## src/rtl/ps2_mouse_pkg.sv

```systemverilog
// Shared definitions for the PS/2 mouse initialisation sequencer.
// Contents: PS/2 command/response byte constants, sequencer state encoding,
// failure code encoding and packet framing constants.
package ps2_mouse_pkg;

  // Host-to-device commands
  localparam logic [7:0] CMD_RESET    = 8'hFF;
  localparam logic [7:0] CMD_SET_RATE = 8'hF3;
  localparam logic [7:0] CMD_SET_RES  = 8'hE8;
  localparam logic [7:0] CMD_ENABLE   = 8'hF4;

  // Device-to-host responses
  localparam logic [7:0] RSP_ACK      = 8'hFA;
  localparam logic [7:0] RSP_RESEND   = 8'hFE;
  localparam logic [7:0] RSP_ERROR    = 8'hFC;
  localparam logic [7:0] RSP_BAT_OK   = 8'hAA;
  localparam logic [7:0] ID_MOUSE     = 8'h00;

  // Index of the final command (F4) in the configuration list
  localparam logic [2:0] LAST_IDX     = 3'd5;

  // Bit of packet byte 0 that is always set; used to find packet alignment
  localparam int unsigned PKT_SYNC_BIT = 3;

  typedef enum logic [3:0] {
    ST_IDLE,
    ST_SEND,
    ST_WAIT_TX,
    ST_WAIT_ACK,
    ST_RETRY,
    ST_WAIT_BAT,
    ST_WAIT_ID,
    ST_NEXT,
    ST_RUN,
    ST_FAIL
  } state_e;

  typedef enum logic [2:0] {
    FC_NONE     = 3'd0,
    FC_RETRY    = 3'd1,
    FC_BAT_TMO  = 3'd2,
    FC_BAT_FAIL = 3'd3,
    FC_BAD_ID   = 3'd4
  } fail_code_e;

endpackage

```

## src/rtl/ps2_mouse_init_sequencer_framer.sv

```systemverilog
// ps2_packet_framer: assembles 3-byte PS/2 mouse movement packets.
// Ports:
//   clk, rst_n       clock, asynchronous active-low reset
//   en               framing enabled (mouse is streaming)
//   rx_valid/rx_byte received byte strobe and data
//   rx_err           receive error; drops any partial packet
//   status_o/x_o/y_o last complete packet, updated together
//   packet_valid_o   one-cycle pulse in the cycle the outputs update
module ps2_packet_framer
  import ps2_mouse_pkg::*;
(
  input  logic       clk,
  input  logic       rst_n,
  input  logic       en,
  input  logic       rx_valid,
  input  logic [7:0] rx_byte,
  input  logic       rx_err,
  output logic [7:0] status_o,
  output logic [7:0] x_o,
  output logic [7:0] y_o,
  output logic       packet_valid_o
);

  logic [1:0] pkt_cnt_q, pkt_cnt_d;
  logic [7:0] b0_q, b0_d, b1_q, b1_d, b2_q, b2_d;
  logic       commit_q, commit_d;
  logic [7:0] status_q, status_d, x_q, x_d, y_q, y_d;
  logic       pv_q, pv_d;

  always_comb begin
    pkt_cnt_d = pkt_cnt_q;
    b0_d      = b0_q;
    b1_d      = b1_q;
    b2_d      = b2_q;
    commit_d  = 1'b0;
    status_d  = status_q;
    x_d       = x_q;
    y_d       = y_q;
    pv_d      = 1'b0;

    if (!en) begin
      pkt_cnt_d = 2'd0;
    end else if (rx_err) begin
      // An error also masks a coincident rx_valid
      pkt_cnt_d = 2'd0;
    end else if (rx_valid) begin
      unique case (pkt_cnt_q)
        2'd0: begin
          // Bytes without the sync bit cannot start a packet; drop them
          if (rx_byte[PKT_SYNC_BIT]) begin
            b0_d      = rx_byte;
            pkt_cnt_d = 2'd1;
          end
        end
        2'd1: begin
          b1_d      = rx_byte;
          pkt_cnt_d = 2'd2;
        end
        default: begin
          b2_d      = rx_byte;
          pkt_cnt_d = 2'd0;
          commit_d  = 1'b1;
        end
      endcase
    end

    // Complete packet moves from the holding registers to the outputs as a unit
    if (commit_q) begin
      status_d = b0_q;
      x_d      = b1_q;
      y_d      = b2_q;
      pv_d     = 1'b1;
    end
  end

  always_ff @(posedge clk or negedge rst_n) begin
    if (!rst_n) begin
      pkt_cnt_q <= 2'd0;
      b0_q      <= 8'h00;
      b1_q      <= 8'h00;
      b2_q      <= 8'h00;
      commit_q  <= 1'b0;
      status_q  <= 8'h00;
      x_q       <= 8'h00;
      y_q       <= 8'h00;
      pv_q      <= 1'b0;
    end else begin
      pkt_cnt_q <= pkt_cnt_d;
      b0_q      <= b0_d;
      b1_q      <= b1_d;
      b2_q      <= b2_d;
      commit_q  <= commit_d;
      status_q  <= status_d;
      x_q       <= x_d;
      y_q       <= y_d;
      pv_q      <= pv_d;
    end
  end

  assign status_o       = status_q;
  assign x_o            = x_q;
  assign y_o            = y_q;
  assign packet_valid_o = pv_q;

endmodule

```

## src/rtl/ps2_mouse_init_sequencer.sv

```systemverilog
// ps2_mouse_init_sequencer: brings a PS/2 mouse from power-up to streaming
// mode (FF, F3 <rate>, E8 <res>, F4), checking every acknowledge with
// bounded retries and timeouts, then frames movement packets.
// Ports:
//   Clock_100MHz, Clear_n        clock, asynchronous active-low reset
//   start                        starts/restarts initialisation (IDLE/RUN/FAIL)
//   tx_req/tx_byte/tx_busy       byte handshake to the bit-level transmitter
//   tx_done/tx_err               transmitter completion / failure pulses
//   rx_valid/rx_byte/rx_err      byte handshake from the bit-level receiver
//   init_done/init_fail          configuration status levels
//   fail_code                    reason for init_fail
//   Status_out/X_Direction/Y_Direction/packet_valid  framed movement packet
module ps2_mouse_init_sequencer
  import ps2_mouse_pkg::*;
#(
  parameter int unsigned ACK_TIMEOUT_CYC = 2_500_000,
  parameter int unsigned BAT_TIMEOUT_CYC = 100_000_000,
  parameter int unsigned MAX_RETRY       = 3,
  parameter logic [7:0]  SAMPLE_RATE     = 8'd100,
  parameter logic [7:0]  RESOLUTION      = 8'd2,
  parameter int unsigned TMR_W           = 27
) (
  input  logic       Clock_100MHz,
  input  logic       Clear_n,
  input  logic       start,
  output logic       tx_req,
  output logic [7:0] tx_byte,
  input  logic       tx_busy,
  input  logic       tx_done,
  input  logic       tx_err,
  input  logic       rx_valid,
  input  logic [7:0] rx_byte,
  input  logic       rx_err,
  output logic       init_done,
  output logic       init_fail,
  output logic [2:0] fail_code,
  output logic [7:0] Status_out,
  output logic [7:0] X_Direction,
  output logic [7:0] Y_Direction,
  output logic       packet_valid
);

  localparam int unsigned RC_W = $clog2(MAX_RETRY + 1);
  localparam logic [RC_W-1:0]  RC_MAX   = RC_W'(MAX_RETRY);
  localparam logic [TMR_W-1:0] ACK_LOAD = TMR_W'(ACK_TIMEOUT_CYC);
  localparam logic [TMR_W-1:0] BAT_LOAD = TMR_W'(BAT_TIMEOUT_CYC);
  localparam logic [TMR_W-1:0] TMR_ONE  = TMR_W'(1);

  function automatic logic [7:0] cmd_byte(input logic [2:0] i);
    unique case (i)
      3'd0:    cmd_byte = CMD_RESET;
      3'd1:    cmd_byte = CMD_SET_RATE;
      3'd2:    cmd_byte = SAMPLE_RATE;
      3'd3:    cmd_byte = CMD_SET_RES;
      3'd4:    cmd_byte = RESOLUTION;
      default: cmd_byte = CMD_ENABLE;
    endcase
  endfunction

  state_e            state_q, state_d;
  logic [2:0]        idx_q, idx_d;
  logic [RC_W-1:0]   retry_cnt_q, retry_cnt_d;
  logic [TMR_W-1:0]  timer_q, timer_d;
  logic              tx_req_q, tx_req_d;
  logic [7:0]        tx_byte_q, tx_byte_d;
  logic              init_done_q, init_done_d;
  logic              init_fail_q, init_fail_d;
  fail_code_e        fail_code_q, fail_code_d;

  // A byte flagged with rx_err is never acted on as data
  logic rx_ok;
  assign rx_ok = rx_valid & ~rx_err;

  // A timer value of 1 on entry to a check means the window has elapsed
  logic tmr_expired;
  assign tmr_expired = (timer_q <= TMR_ONE);

  always_comb begin
    state_d     = state_q;
    idx_d       = idx_q;
    retry_cnt_d = retry_cnt_q;
    timer_d     = timer_q;
    tx_req_d    = 1'b0;
    tx_byte_d   = tx_byte_q;
    init_done_d = init_done_q;
    init_fail_d = init_fail_q;
    fail_code_d = fail_code_q;

    unique case (state_q)
      ST_IDLE: begin
        if (start) begin
          idx_d       = 3'd0;
          retry_cnt_d = '0;
          state_d     = ST_SEND;
        end
      end

      ST_SEND: begin
        if (!tx_busy) begin
          tx_req_d    = 1'b1;
          tx_byte_d   = cmd_byte(idx_q);
          retry_cnt_d = retry_cnt_q + RC_W'(1);
          state_d     = ST_WAIT_TX;
        end
      end

      ST_WAIT_TX: begin
        if (tx_done) begin
          timer_d = ACK_LOAD;
          state_d = ST_WAIT_ACK;
        end else if (tx_err) begin
          state_d = ST_RETRY;
        end
      end

      ST_WAIT_ACK: begin
        if (rx_err) begin
          state_d = ST_RETRY;
        end else if (rx_valid) begin
          if (rx_byte == RSP_ACK) begin
            if (idx_q == 3'd0) begin
              // Reset command: the device follows its ACK with BAT result and ID
              timer_d = BAT_LOAD;
              state_d = ST_WAIT_BAT;
            end else begin
              state_d = ST_NEXT;
            end
          end else begin
            state_d = ST_RETRY;
          end
        end else if (tmr_expired) begin
          state_d = ST_RETRY;
        end else begin
          timer_d = timer_q - TMR_ONE;
        end
      end

      ST_RETRY: begin
        if (retry_cnt_q == RC_MAX) begin
          init_fail_d = 1'b1;
          fail_code_d = FC_RETRY;
          state_d     = ST_FAIL;
        end else begin
          state_d = ST_SEND;
        end
      end

      ST_WAIT_BAT: begin
        if (rx_ok && (rx_byte == RSP_BAT_OK)) begin
          timer_d = BAT_LOAD;
          state_d = ST_WAIT_ID;
        end else if (rx_ok && (rx_byte == RSP_ERROR)) begin
          init_fail_d = 1'b1;
          fail_code_d = FC_BAT_FAIL;
          state_d     = ST_FAIL;
        end else if (tmr_expired) begin
          init_fail_d = 1'b1;
          fail_code_d = FC_BAT_TMO;
          state_d     = ST_FAIL;
        end else begin
          timer_d = timer_q - TMR_ONE;
        end
      end

      ST_WAIT_ID: begin
        if (rx_ok) begin
          if (rx_byte == ID_MOUSE) begin
            state_d = ST_NEXT;
          end else begin
            init_fail_d = 1'b1;
            fail_code_d = FC_BAD_ID;
            state_d     = ST_FAIL;
          end
        end else if (tmr_expired) begin
          init_fail_d = 1'b1;
          fail_code_d = FC_BAT_TMO;
          state_d     = ST_FAIL;
        end else begin
          timer_d = timer_q - TMR_ONE;
        end
      end

      ST_NEXT: begin
        retry_cnt_d = '0;
        if (idx_q == LAST_IDX) begin
          init_done_d = 1'b1;
          state_d     = ST_RUN;
        end else begin
          idx_d   = idx_q + 3'd1;
          state_d = ST_SEND;
        end
      end

      ST_RUN, ST_FAIL: begin
        if (start) begin
          init_done_d = 1'b0;
          init_fail_d = 1'b0;
          fail_code_d = FC_NONE;
          idx_d       = 3'd0;
          retry_cnt_d = '0;
          state_d     = ST_SEND;
        end
      end

      default: state_d = ST_IDLE;
    endcase
  end

  always_ff @(posedge Clock_100MHz or negedge Clear_n) begin
    if (!Clear_n) begin
      state_q     <= ST_IDLE;
      idx_q       <= 3'd0;
      retry_cnt_q <= '0;
      timer_q     <= '0;
      tx_req_q    <= 1'b0;
      tx_byte_q   <= 8'h00;
      init_done_q <= 1'b0;
      init_fail_q <= 1'b0;
      fail_code_q <= FC_NONE;
    end else begin
      state_q     <= state_d;
      idx_q       <= idx_d;
      retry_cnt_q <= retry_cnt_d;
      timer_q     <= timer_d;
      tx_req_q    <= tx_req_d;
      tx_byte_q   <= tx_byte_d;
      init_done_q <= init_done_d;
      init_fail_q <= init_fail_d;
      fail_code_q <= fail_code_d;
    end
  end

  assign tx_req    = tx_req_q;
  assign tx_byte   = tx_byte_q;
  assign init_done = init_done_q;
  assign init_fail = init_fail_q;
  assign fail_code = fail_code_q;

  // Framing only runs once the mouse is configured; pkt_cnt is held clear otherwise
  ps2_packet_framer u_framer (
    .clk            (Clock_100MHz),
    .rst_n          (Clear_n),
    .en             (init_done_q),
    .rx_valid       (rx_valid),
    .rx_byte        (rx_byte),
    .rx_err         (rx_err),
    .status_o       (Status_out),
    .x_o            (X_Direction),
    .y_o            (Y_Direction),
    .packet_valid_o (packet_valid)
  );

endmodule
```

## config.mk

```make
export PLATFORM = sky130hd
export DESIGN_NAME = ps2_mouse_init_sequencer
export DESIGN_NICKNAME = d
export VERILOG_FILES = /design/src/rtl/ps2_mouse_pkg.sv /design/src/rtl/ps2_mouse_init_sequencer_framer.sv /design/src/rtl/ps2_mouse_init_sequencer.sv
export SDC_FILE = /design/constraint.sdc
export NUM_CORES = 1
export LEC_CHECK = 0
export CORE_MARGIN = 2
export CORE_UTILIZATION = 35
export DETAILED_ROUTE_END_ITERATION = 7
export GPL_TIMING_DRIVEN = 0
export HOLD_SLACK_MARGIN = 0.03
export SLEW_MARGIN = 20
export SYNTH_ARGS = -nofsm -noshare
export SYNTH_HDL_FRONTEND = slang
export SYNTH_SLANG_ARGS = --single-unit
```

## constraint.sdc

```tcl
create_clock -name Clock_100MHz -period 3.8 [get_ports Clock_100MHz]
set_clock_uncertainty 0.2 [all_clocks]
set_input_delay 0.76 -clock Clock_100MHz [delete_from_list [all_inputs] [get_ports Clock_100MHz]]
set_output_delay 0.76 -clock Clock_100MHz [all_outputs]
set_load 0.01 [all_outputs]
```

# Word-level counts from Yosys, hierarchy flattened
# Cells that the tools add are included.
totals:
  regBits: 102
  inputBits: 16
  output_inout_bits: 39
  elab_cells: 151
classes:
  addsub: 3
  magnitude_cmp: 1
  eq_ne: 37
  mux: 63
  bitwise: 4
  reduce_logical: 25
ops:
  columns: ["cell", "count"]
  rows:
  - ["$mux W27", 9]
  - ["$pmux W27 S4", 1]
  - ["$mux W4", 15]
  - ["$pmux W8 S5", 1]
  - ["$pmux W4 S8", 1]
  - ["$le A27 B1 Y1 const B", 1]
  - ["$sub A27 B1 Y27 const B", 1]
  - ["$eq A8 B8 Y1 const B", 3]
  - ["$mux W3", 8]
  - ["$ne A2 B2 Y1 const B", 9]
  - ["$ne A3 B3 Y1 const B", 6]
  - ["$eq A4 B3 Y1 const B", 4]
  - ["$mux W1", 15]
  - ["$mux W2", 7]
  - ["$pmux W3 S4", 1]
  - ["$reduce_and A4 Y1", 3]
  - ["$reduce_and A5 Y1", 2]
  - ["$reduce_and A3 Y1", 3]
  - ["$eq A4 B2 Y1 const B", 2]
  - ["$eq A4 B4 Y1 const B", 2]
  - ["$logic_not A8 Y1", 1]
  - ["$ne A4 B4 Y1 const B", 2]
  - ["$reduce_bool A4 Y1", 2]
  - ["$reduce_and A7 Y1", 1]
  - ["other kinds (25)", 33]

# Longest topological paths before layout
depth:
  word_depth: 6
  ltp_mapped: 10
  mapped_depth_nobuf: 8

# By module
# A second synthesis with hierarchy kept.
unflattened:
  hier_cells: 519
  hier_area_um2: 5372.7
modules_own_cells:
  columns: ["mod", "n_inst", "cells_each", "area_per_inst_um2", "seq_area_each_um2"]
  rows:
  - ["ps2_mouse_init_sequencer", 1, 405, 3427.0, 1226.2]
  - ["ps2_packet_framer", 1, 114, 1945.6, 1301.2]

# Worst setup path before layout
# No wires, ideal clock.
synth_path:
  kind: "input-to-reg"
  start: "input port rx_err"
  end: "register timer_q[25]"
  setup_ns: 0.138
  t_arrival_ns: 2.618
  required_time_ns: 3.462
  path_slack_ns: 0.844
  path_stages: 9
  path_buffers: 4
  cell_sequence: "nand2b_1 > clkbuf_1 > or4b_2 > clkbuf_1 > and3_1 > clkbuf_1 > nand2_1 > clkbuf_1 > o21ai_0"
synth_via:
  elab_chain_len: 5
  word_cells_on_any_way: 10
synth_lines:
  columns: ["element", "line", "rtl"]
  rows:
  - ["start: declaration", "ps2_mouse_init_sequencer.sv:33", "input logic rx_err,"]
  - ["$not A1 Y1 (no line)", null, null]
  - ["$and A1 B1 Y1", "ps2_mouse_init_sequencer.sv:72", "assign rx_ok = rx_valid & ~rx_err;"]
  - ["$logic_and A1 B1 Y1, on equally long branches", "ps2_mouse_init_sequencer.sv:149, ps2_mouse_init_sequencer.sv:152", null]
  - ["$ne A3 B3 Y1 (no line) or $mux W27 (tied branches)", null, null]
  - ["$reduce_and A7 Y1 (no line) or $pmux W27 S4 (tied branches)", null, null]
  - ["end signal: assignment", "ps2_mouse_init_sequencer.sv:224", "timer_q <= timer_d;"]
  - ["end: declaration", "ps2_mouse_init_sequencer.sv:63", "logic [TMR_W-1:0] timer_q, timer_d;"]
# Several ways; a longest one is shown, not always the timed one.
# A chain may end at the register's enable or synchronous reset.

# Worst setup path in the final report
layout_path:
  start: "input port rx_byte[2]"
  end: "register timer_q[21]"
layout_via:
  elab_chain_len: 4
  word_cells_on_any_way: 10
layout_lines:
  columns: ["element", "line", "rtl"]
  rows:
  - ["start: declaration", "ps2_mouse_init_sequencer.sv:32", "input logic [7:0] rx_byte,"]
  - ["$eq A8 B8 Y1, on equally long branches", "ps2_mouse_init_sequencer.sv:149, ps2_mouse_init_sequencer.sv:152", null]
  - ["$logic_and A1 B1 Y1, on equally long branches", "ps2_mouse_init_sequencer.sv:149, ps2_mouse_init_sequencer.sv:152", null]
  - ["$ne A3 B3 Y1 (no line) or $mux W27 (tied branches)", null, null]
  - ["$reduce_and A7 Y1 (no line) or $pmux W27 S4 (tied branches)", null, null]
# Several ways; a longest one is shown, not always the timed one.

==> results.md <==
* Status: finished clean
* Hold WS at between 0.1 and 0.15 ns
* Placer Congestion at 0.911
* Routed vias at 4293
* Critical Path RT at 3.84 ns
* Post-CTS Hold Fix Bufs at 0
* Initial core utilization at 0.359
* DRC at 0
* CP Capture Type: register
* Initial antenna violation count at 0
* DRT antenna net count at 0
* IO Port Bufs at 54
* CP Cell Sequence: clkdlybuf4s50_1, nor4bb_1, or4b_2, clkbuf_1, and3_1, clkbuf_1, clkbuf_1, a21oi_1, a31oi_1
* Syn nets at 527
* Max IR drop VDD at 310 uV
* Worst-Margin Slew at 0.813 ns
* IO Count at 55
* Final Setup Violations at 0
* Fin util at 0.436
* Critical path buffers and inverters at 4
* First-pass GRT wire length at 22.2 mm
* Setup TNS at 0 ns
* Core area at 14500 um^2
* CP startpoint kind: input port
* Clock Tree Root: clkbuf_16
* Switching pwr at 0.00163 W
* Clk slew on worst S/H paths at 0.08 ns
* CTS sink cnt at roughly 100
* Die ar. at 15900 um^2
* Synthesized area at 5220 um^2
* RSZ-0062 raised after global routing: no
* CTS Buffer Depth at 2
* Post-Synth XOR/XNOR Area at 0.00168
* 1st-iter DRT viols at 384
* Max-Cap Viols at 0
* Vias in the first global route at ~4400
* Main combinational cell family by area after synthesis: compound AO/OA/AOI/OAI gates
* Nets at a little under 600
* Later-pin clock latency in the skew report at 0.37 ns
* Global Route Usage Sum at 0.171
* Period utilization at 0.935
* Row cnt at 44
* Synth Warn # at 0
* WL per Instance at about 17 um
* Compound-Gate Fraction of Synth Area at 0.185
* Leakage at 2.58 nW
* Num CTS Buffers at 9
* Post-synth top area share at 0.484
* Distinct cells, synth at 64
* TritonCTS clock tree: done
* Main synth FF type: dfrtp_1
* WL final at 13.0 mm
* Pin count of the biggest net entering global routing at 60
* Headroom to the max-slew limit at 0.455
* Max-slew violations at 0
* Post-synthesis mux area share at 0.109
* Mapped Cells at 503
* Die Wd at roughly 130 um
* Int Pwr at 0.00261 W
* Max H-tree Level at 3
* Simple-Gate Fraction of Synth Area at 0.162
* Post-synthesis sequential area ratio at 0.484
* CP arrival at 3.59 ns
* Max incr delay on CP at around 0.62 ns
* Worst path slowest cell: or4b_2
* Setup CP Type: in2reg
* Share of cells above drive strength 1 at 0.159
* Crit-path leading delay family: buffers and inverters
* Largest area contributor in the netlist: dfrtp_1
* Die height at 126 um
* Highest Clock Rate at 0.281 GHz
* Worst-path fanout max at 10
* Combinational cell fraction of total power at 0.396
* Vias per std cell at 5.67
* Drt first pass iters at 6
* Synth top area cells: dfrtp_1 (48%), mux2_2 (10%), o21ai_0 (3.9%)
* Hold Fails Final Rpt at 0
* P&R area growth vs syn at 21.4%
* Post-Synth Adder-Cell Area at 0.0192
* FF+latch count, synth at 101
* Diode count at 0
* HP Class: in2async
* Post-DP HPWL at 9.23 mm
* Pwr/cell area at 670 nW/um^2
* Avg Inst Size Synth at 10.4 um^2
* Sequential power share at 0.382
* Post-synth ARST share at 1.00
* Sw Share at 0.384
* Clk pwr share at 0.222
* Congestion Overflow GR at 0
* Number of flops mapped to enable cells by yosys at 0
* Fin crit period at 3.55 ns
* Most frequent CP cell: clkbuf_1
==> registers in the layout, summed over array words and instances, names as in the netlist, 2 cells and up <==
signal,flops
fail_code,3
idx_q,3
retry_cnt_q,2
state_q,4
timer_q,27
tx_byte,7
u_framer.b0_q,8
u_framer.b1_q,8
u_framer.b2_q,8
u_framer.pkt_cnt_q,2
u_framer.status_o,8
u_framer.x_o,8
u_framer.y_o,8
==> cell type report <==
cell class | count | area [um^2]
inverters | 17 | 63.8
clock buffers | 9 | 225
flip-flops and latches | 101 | 2530
clock inverters | 7 | 91.3
repair buffers | 55 | 569
plain buffers | 30 | 139
well taps | 184 | 230
fillers | 1431 | 8200
multi-input cells | 354 | 2490
==> cells by family after synthesis <==
kind of cell,count (synthesis)
XOR/XNOR,1
AND/OR/NAND/NOR,144
flip-flops,101
buffers and inverters,48
adder cells (fa/ha/maj),8
AO/OA/AOI/OAI,150
multiplexers,51
==> synthesized netlist by cell type, types with 3 or more instances <==
cell type and count:
a21oi_1 33, a22o_1 7, a31oi_1 15, and2_1 3, and3_1 4, buf_2 4, clkbuf_1 24, dfrtp_1 101
ha_1 8, inv_1 17, mux2_2 47, mux2i_1 4, nand2_1 21, nand2b_1 10, nand3_1 10, nand4_1 4
nand4bb_1 4, nor2_1 25, nor2b_1 5, nor3_1 14, nor4_1 11, o21ai_0 41, o21ai_1 7, o22ai_1 3
o31a_1 5, o31ai_1 9, o41ai_1 3, or2_2 4, or3_1 8, or4_1 8
==> per-stage QoR <==
step	cells	area (um^2)	setup WS, ns	power (W)
6_report	757	6330	0.246	0.00424
5_1_grt	757	6330	0.00117	0.00455
3_5_place_dp	742	6020	-0.266	0.00332
4_1_cts	758	6330	0.141	0.00426
3_3_place_gp	741	5990	-2.05	0.00327
2_1_floorplan	503	5220	0.844	0.00270
==> power groups by stage <==
stage                     Sequential [W]  Combinational (W)  Clock [W]
after floorplan                  0.00163            0.00107          0
after global placement           0.00162            0.00165          0
after detailed placement         0.00164            0.00168          0
after CTS                        0.00162            0.00168   0.000962
after global routing             0.00167            0.00187    0.00101
final                            0.00162            0.00168   0.000941
==> metal layers <==
layer	vias up	track usage	routed length, um
met5	-	0	0
met1	2131	0.227	5790
met4	0	0.0685	323
li1	2022	-	-
met3	25	0.0421	670
met2	115	0.270	6200
==> layout by cell type (no fill, tap or decap), types with 4 or more instances in the layout <==
master	n
a21oi_1	33
a22o_1	7
a31oi_1	15
and3_1	4
buf_2	4
clkbuf_1	21
clkbuf_16	9
clkdlybuf4s50_1	53
clkinv_8	4
dfrtp_1	101
ha_1	8
inv_1	17
mux2_2	47
mux2i_1	4
nand2_1	21
nand2b_1	10
nand3_1	10
nand4_1	4
nand4bb_1	4
nor2_1	25
nor2b_1	5
nor3_1	14
nor4_1	11
o21ai_0	41
o21ai_1	7
o31a_1	5
o31ai_1	9
or2_2	4
or3_1	8
or4_1	8
==> path summary, 6_finish.rpt <==
path	slack (ns)	startpoint	depth (start not counted)	endpoint
hold / removal	0.11	Clear_n	1	timer_q[3]
setup / recovery	0.25	rx_byte[2]	9	timer_q[21]
hold reg to reg	0.18	u_framer.commit_q	0	u_framer.packet_valid_o
setup reg to reg	0.67	state_q[2]	8	fail_code[0]
max in group asynchronous	2.66	Clear_n	2	u_framer.b0_q[6]
min in group Clock_100MHz	0.18	u_framer.commit_q	0	u_framer.packet_valid_o
==> what timing repair did <==
item	4_1_cts	5_1_grt
gates resized for setup	0	4
endpoints found under the hold margin	0	0
endpoints found under the setup margin	0	14
setup buffers	0	0
Note: power is estimated with default switching activity, not from simulation.
